File: src/rtl/addsub_pkg.sv
// addsub_pkg: shared types and helpers for the digit-serial add/sub unit.
package addsub_pkg;

  // Operation encoding: subtract inverts B and injects a carry-in of 1
  localparam logic OP_ADD = 1'b0;
  localparam logic OP_SUB = 1'b1;

  // Controller states
  typedef enum logic [1:0] {
    S_IDLE = 2'd0,
    S_RUN  = 2'd1,
    S_DONE = 2'd2
  } state_t;

  // Digit counter width; a single-digit operation still needs one bit
  function automatic int cnt_width(input int ndig);
    return (ndig <= 1) ? 1 : $clog2(ndig);
  endfunction

endpackage

File: src/rtl/digit_adder.sv
// digit_adder: DIGIT-bit ripple-carry adder. Also exposes the carry into the
// top bit so the caller can apply the two's-complement overflow rule.
module digit_adder #(
  parameter int DIGIT = 2
) (
  input  logic [DIGIT-1:0] a,
  input  logic [DIGIT-1:0] b,
  input  logic             cin,
  output logic [DIGIT-1:0] s,
  output logic             cout,
  output logic             c_msb_in
);

  logic [DIGIT:0] w_c;

  assign w_c[0] = cin;

  for (genvar i = 0; i < DIGIT; i++) begin : g_bit
    assign s[i]     = a[i] ^ b[i] ^ w_c[i];
    assign w_c[i+1] = (a[i] & b[i]) | (w_c[i] & (a[i] ^ b[i]));
  end

  assign cout     = w_c[DIGIT];
  assign c_msb_in = w_c[DIGIT-1];

endmodule

File: src/rtl/addsub_serial.sv
// addsub_serial: digit-serial WIDTH-bit adder/subtractor, DIGIT bits per clock,
// start/done handshake. Define ADDSUB_SAT_EN to clamp overflowing results to
// the signed limit selected by the sign of the captured A operand.
module addsub_serial
  import addsub_pkg::*;
#(
  parameter int WIDTH = 8,
  parameter int DIGIT = 2
) (
  input  logic             clk,
  input  logic             reset,
  input  logic             start,
  input  logic             select,
  input  logic [WIDTH-1:0] A,
  input  logic [WIDTH-1:0] B,
  output logic [WIDTH-1:0] sum_diff,
  output logic             carry,
  output logic             overflow,
  output logic             zero,
  output logic             busy,
  output logic             done
);

  localparam int NDIG = WIDTH / DIGIT;
  localparam int CW   = cnt_width(NDIG);

  // Reject illegal configurations at elaboration time
  if (WIDTH < 2) begin : g_bad_width
    $error("addsub_serial: WIDTH must be >= 2");
  end
  if ((DIGIT < 1) || (DIGIT > WIDTH) || ((WIDTH % DIGIT) != 0)) begin : g_bad_digit
    $error("addsub_serial: WIDTH must be a multiple of DIGIT");
  end

  state_t           r_state;
  logic [CW-1:0]    r_cnt;
  logic             r_busy;
  logic             r_done;
  logic             r_op;
  logic             r_cy;
  logic [WIDTH-1:0] r_a;
  logic [WIDTH-1:0] r_b;
  logic [WIDTH-1:0] r_res;

  logic             w_accept;
  logic             w_last;
  logic [DIGIT-1:0] w_s;
  logic             w_cout;
  logic             w_cmsb;
  logic             w_ovf;
  logic [WIDTH-1:0] w_res_nxt;
  logic [WIDTH-1:0] w_final;

  // Start is only honoured while no operation is in flight
  assign w_accept = (r_state != S_RUN) && start;
  assign w_last   = (r_state == S_RUN) && (r_cnt == CW'(NDIG - 1));

  digit_adder #(.DIGIT(DIGIT)) u_digit (
    .a        (r_a[DIGIT-1:0]),
    .b        (r_b[DIGIT-1:0]),
    .cin      (r_cy),
    .s        (w_s),
    .cout     (w_cout),
    .c_msb_in (w_cmsb)
  );

  // New digit enters from the MSB side so the LSB digit lands at bit 0 last
  assign w_res_nxt = (r_res >> DIGIT) | (WIDTH'(w_s) << (WIDTH - DIGIT));
  // On the final digit the adder's top bit is the word MSB
  assign w_ovf     = w_cmsb ^ w_cout;

`ifdef ADDSUB_SAT_EN
  logic r_a_sgn;

  // Sign of A as captured picks which signed limit to clamp to
  always_ff @(posedge clk or posedge reset) begin
    if (reset)         r_a_sgn <= 1'b0;
    else if (w_accept) r_a_sgn <= A[WIDTH-1];
  end

  assign w_final = !w_ovf  ? w_res_nxt :
                   r_a_sgn ? {1'b1, {(WIDTH-1){1'b0}}} :
                             {1'b0, {(WIDTH-1){1'b1}}};
`else
  assign w_final = w_res_nxt;
`endif

  // Controller: state, digit counter, busy and the one-cycle done pulse
  always_ff @(posedge clk or posedge reset) begin
    if (reset) begin
      r_state <= S_IDLE;
      r_cnt   <= '0;
      r_busy  <= 1'b0;
      r_done  <= 1'b0;
    end else begin
      r_done <= 1'b0;
      case (r_state)
        S_IDLE, S_DONE: begin
          if (w_accept) begin
            r_state <= S_RUN;
            r_cnt   <= '0;
            r_busy  <= 1'b1;
          end else begin
            r_state <= S_IDLE;
          end
        end
        S_RUN: begin
          if (w_last) begin
            r_state <= S_DONE;
            r_busy  <= 1'b0;
            r_done  <= 1'b1;
          end else begin
            r_cnt <= r_cnt + 1'b1;
          end
        end
        default: r_state <= S_IDLE;
      endcase
    end
  end

  // Operand and partial-result shift registers plus the running carry
  always_ff @(posedge clk or posedge reset) begin
    if (reset) begin
      r_a   <= '0;
      r_b   <= '0;
      r_res <= '0;
      r_cy  <= 1'b0;
      r_op  <= OP_ADD;
    end else if (w_accept) begin
      r_a  <= A;
      r_b  <= B ^ {WIDTH{select}};
      r_cy <= select;
      r_op <= select;
    end else if (r_state == S_RUN) begin
      r_a   <= r_a >> DIGIT;
      r_b   <= r_b >> DIGIT;
      r_res <= w_res_nxt;
      r_cy  <= w_cout;
    end
  end

  // Visible result and flags change only on the completion edge
  always_ff @(posedge clk or posedge reset) begin
    if (reset) begin
      sum_diff <= '0;
      carry    <= 1'b0;
      overflow <= 1'b0;
      zero     <= 1'b0;
    end else if (w_last) begin
      sum_diff <= w_final;
      carry    <= (r_op == OP_SUB) ? ~w_cout : w_cout;
      overflow <= w_ovf;
      zero     <= (w_res_nxt == '0);
    end
  end

  assign busy = r_busy;
  assign done = r_done;

endmodule
File: config.mk
export PLATFORM = sky130hd
export DESIGN_NAME = addsub_serial
export DESIGN_NICKNAME = d
export VERILOG_FILES = /design/src/rtl/addsub_pkg.sv /design/src/rtl/digit_adder.sv /design/src/rtl/addsub_serial.sv
export SDC_FILE = /design/constraint.sdc
export NUM_CORES = 1
export LEC_CHECK = 0
export ABC_CLOCK_PERIOD_IN_PS = 3650
export CAP_MARGIN = 20
export CORE_MARGIN = 2
export CORE_UTILIZATION = 56
export DETAILED_ROUTE_END_ITERATION = 16
export GPL_TIMING_DRIVEN = 0
export HOLD_SLACK_MARGIN = 0.1
export PLACE_DENSITY = 0.88
export SLEW_MARGIN = 15
export SYNTH_ARGS = -nofsm -noshare
export SYNTH_HDL_FRONTEND = slang
export SYNTH_SLANG_ARGS = --single-unit
File: constraint.sdc
create_clock -name clk -period 3.65 [get_ports clk]
set_clock_uncertainty 0.1 [all_clocks]
set_input_delay 0.73 -clock clk [delete_from_list [all_inputs] [get_ports clk]]
set_output_delay 0.73 -clock clk [all_outputs]
set_load 0.1 [all_outputs]
=== Word level (Yosys, flattened, before mapping) ===
Cells that the tools add are included.

* Flip-flop bits (word level): 43
* Output and inout port bits: 13

* Add/subtract/negate cells: 1
* Bitwise gates (word level): 15
* Reduce and logical (&&, ||, !) cells: 10
* Multiplexer cells: 18
* Equal/unequal tests: 7

{| class="wikitable"
|+ Operators by type and width
! cell !! count
|-
| $mux W8 || 4
|-
| $logic_not A8 Y1 || 1
|-
| $mux W1 || 8
|-
| $or A6 B8 Y8 || 1
|-
| $pmux W2 S2 || 2
|-
| $xor A8 B8 Y8 || 1
|-
| $mux W2 || 3
|-
| $ne A2 B2 Y1 const B || 3
|-
| $reduce_and A3 Y1 || 2
|-
| $xor A1 B1 Y1 || 5
|-
| $and A1 B1 Y1 || 4
|-
| $eq A2 B2 Y1 const B || 2
|-
| $reduce_bool A2 Y1 || 2
|-
| $add A2 B1 Y2 const B || 1
|-
| $eq A2 B1 Y1 const B || 1
|-
| $logic_and A1 B1 Y1 || 2
|-
| $logic_not A2 Y1 || 1
|-
| $ne A2 B1 Y1 const B || 1
|-
| $not A1 Y1 || 2
|-
| $or A1 B1 Y1 || 2
|-
| $pmux W1 S2 || 1
|-
| $reduce_and A2 Y1 || 1
|-
| $reduce_or A2 Y1 || 1
|}

=== Depth between registers and ports, before layout ===
* Depth in word-level cells: 7
* Gate-level depth with buffers: 5
* Depth with buffers taken out: 5

=== By module ===
Synthesis repeated with hierarchy kept, for this count alone.

* Cell total of the unflattened synthesis: 162
* Area total of the unflattened synthesis: 1855.5 um2

{| class="wikitable"
|+ By module, submodules not included
! module !! instances !! area each (um2) !! cells an instance
|-
| addsub_serial || 1 || 1815.5 || 160
|-
| digit_adder || 1 || 40.0 || 2
|}

=== Least setup slack after synthesis ===
No wires, ideal clock.

* Path kind: register to output
* From: register r_busy, in the netlist busy
* To: output busy
* Arrival: 0.908 ns
* Data required time: 2.820 ns
* Cell stages (with the launch flop): 1
* Path buffers: 0
* Setup slack: 1.912 ns
* Cell sequence: dfrtp_1

{| class="wikitable"
|+ RTL lines
! what !! RTL line !! source
|-
| start, declared || addsub_serial.sv:37 || <nowiki>logic r_busy;</nowiki>
|-
| start signal, assigned || addsub_serial.sv:93 || <nowiki>r_busy <= 1'b0;</nowiki>
|-
| start signal, assigned || addsub_serial.sv:102 || <nowiki>r_busy <= 1'b1;</nowiki>
|-
| start signal, assigned || addsub_serial.sv:110 || <nowiki>r_busy <= 1'b0;</nowiki>
|-
| end, declared || addsub_serial.sv:20 || <nowiki>output logic busy,</nowiki>
|}

No word-level cell between the ends.

=== Worst setup path after layout ===
* From: register r_busy, in the netlist busy
* To: output busy

No word-level cell between the ends.

==> flow_summary.ini <==
[cts]
tritoncts = done
cts_inserted_buffers = 5
clk_pin_slew_ns = 0.12
clock_path_buffers = 2
cts_sinks = 41
clock_latency_ns = 0.36
cts_hold_buf = 0
cts_resized = 0
cts_root_buf = clkbuf_4
cts_setup_buffers = 0
htree_levels = 2

[worst_hold_path]
min_path_cells = 2
min_path_type = reg -> reg
hold_end = r_a[3]
min-delay-start = r_a[5]

[global_routing]
groute.usage.overall = 0.2270
grt_pass1_wl_um = 6044
antenna_found_initial = 0
grt_max_degree = 33
grt_overflow_total = 0
grt_pass1_vias = 1375

[sta]
tns_ns = 0
rsz0062_at_grt = false
worst_slew_pin_slew_ns = 0.9787
whs_ns = 0.3995
setup_violations = 0
fmax_mhz = 364.5
final_max_slew_viol_count = 0
finalHoldViolCount = 0
slew_headroom = 0.3455
finalCriticalPeriod_ns = 2.744
post-route-period-util = 0.7517

[yosys]
synth-xor-area-share = 0.04676
synth.most_common_cell = dfrtp_1
ys_async_sr_fraction = 1.000
synthesis.nets = 194
ys_ff_latch = 41
yosysUniqueCellTypes = 25
synth-edff-count = 0
synthFlopType = dfrtp_1
yosysSeqAreaShare = 0.5478
synthSimpleGateAreaFrac = 0.1049
synthTopCellsByCount = dfrtp_1, nand2_1, mux2i_1, o21ai_0, inv_1
synth_top_family_by_area = multiplexers
syn-cell-area_um2 = 1873
synth_area_per_cell_um2 = 10.95
synthMuxAreaShare = 0.1216
yosys-top-cells-area = dfrtp_1, mux2i_1, nand2_1, o21ai_0, mux2_2
synth_top_area_frac = 0.5478
synth_fa_ha_area_frac = 0.02806
synth-compound-area-share = 0.08350
yosysTopAreaCell = dfrtp_1
synth_cells = 171
yosysWarnings = 0

[pwr]
irDropWorstVdd_mv = 0.5587
intPower_uw = 1216
power_density_nw_per_um2 = 997.3
cellLeakagePower_uw = 0.001119
seqPwrFrac = 0.336
p_sw_frac = 0.4783
comb_power_share = 0.530
p_sw_uw = 1115
clock_power_share = 0.134

[routing]
via_count = 1320
drc = 0
routed_wl_um = 3627
drtAntennaViolNets = 0
drt_iter0_markers = 77
dr.pass1.iters = 4
vias_per_cell = 5.197
wire_per_inst_um = 14.28

[critical_path]
crit_type = reg -> out
ff2ff_setup_slack_ns = 1.77
slowest_delay_ns = 1.15
cp_cell_sequence = clkdlybuf4s50_1
critical_path_arrival_ns = 1.91
crit_path_top_delay_cell = clkdlybuf4s50_1
crit_start = busy
crit_path_end_kind = primary output
required_ns = 2.82
timing.rr.end = carry
reg2reg_from = r_cy
start_kind = flip-flop
cp_top_family = buffers and inverters
r2r_cells = 5
critical_path_peak_fanout = 3
path_buf_inv = 1

[die]
num_rows = 20
core_region_area_um2 = 3128
die_area_um2 = 3824
num_io_pins = 33
die_y_um = 61.84
die-width_um = 61.84
initial_utilization = 0.5988

[place]
portBuffers = 30
post-dp-hpwl_um = 2751
placed_area_um2 = 2248
gp_congestion = 0.7571
dp_cells = 246

[cells_and_area]
syn_to_final_growth_pct = 24.78
fin_util = 0.7472
finalNonFillerCells = 254
n_antenna_cell = 0
drive_above_1_share = 0.1381
n_fill_cell = 230
nets = 232
post-route-cell-area_um2 = 2337

[flow_run]
drv_cap = 0

[outcome]
status = finished, final reports clean
-- layout by cell type, fill, tap and decap left out, types with 3 or more instances in the layout --
cell / count
clkbuf_4: 5
mux2i_1: 16
inv_1: 10
xnor2_1: 3
buf_4: 4
buf_6: 4
nand2_1: 35
dfrtp_1: 41
mux2_2: 6
o21ai_1: 5
o21ai_0: 16
xor2_1: 7
nor2_1: 6
clkdlybuf4s50_1: 30
-- stage by stage --
| stage | setup slack (ns) | total power (µW) |
|---|---|---|
| final | 0.9064 | 2331 |
| after global routing | 0.8579 | 2465 |
| after floorplan | 1.874 | 1711 |
| after detailed placement | 1.310 | 2032 |
| after CTS | 0.8945 | 2344 |
| after global placement | 1.109 | 1956 |
-- power groups by stage --
| stage | Combinational, µW | Sequential [µW] | Clock, µW |
|---|---|---|---|
| finish | 1240 | 783 | 313 |
| global route | 1330 | 804 | 335 |
| CTS | 1240 | 782 | 320 |
| detailed placement | 1240 | 791 | 0 |
| global placement | 1180 | 774 | 0 |
| floorplan | 504 | 1210 | 0 |
-- state kept, by name, indices dropped and copies added, names as in the netlist, 2 cells and up --
register and flops:
r_state 2, r_cnt 2, r_a 8, sum_diff 8, r_b 8, r_res 6
-- logic make-up (layout without fill, tap and decap cells) --
kind of cell    after synthesis  count (layout)
compound gates               27              27
simple gates                 47              47
fa+ha+maj                     3               3
mux                          22              22
buf+inv                      21              60
flops                        41              41
xor+xnor                     10              10
-- tightest hold or removal path: stages (launching register included) --
cell     delay [ns]
dfrtp_1        0.36
nand2_1        0.04
o21ai_0        0.06
-- final cells by class --
type | instances | area [µm²] | share of cell area
Buffer | 10 | 85.08 | 0.03640
Clock buffer | 6 | 51.30 | 0.02195
Clock inverter | 2 | 37.54 | 0.01606
Inverter | 11 | 41.29 | 0.01767
Multi-Input combinational cell | 109 | 720.7 | 0.3084
Sequential cell | 41 | 1026 | 0.4390
Tap cell | 44 | 55.05 | 0.02355
Timing Repair Buffer | 31 | 320.3 | 0.1370
-- per-layer routing --
metal  GRT usage  wire length (µm)  vias up
met1      0.2517              1434      634
met5           0                 0        -
li1            -                 -      634
met4      0.1064                74        0
met2      0.4015              1933       43
met3     0.06418               185        9
-- worst max path at each step --
stage / to / depth (start not counted)
2_1_floorplan: busy / 1
3_3_place_gp: r_b[6] / 2
3_5_place_dp: busy / 1
4_1_cts: busy / 1
5_1_grt: busy / 1
6_report: busy / 1
Power figures use the tool's default switching activity.
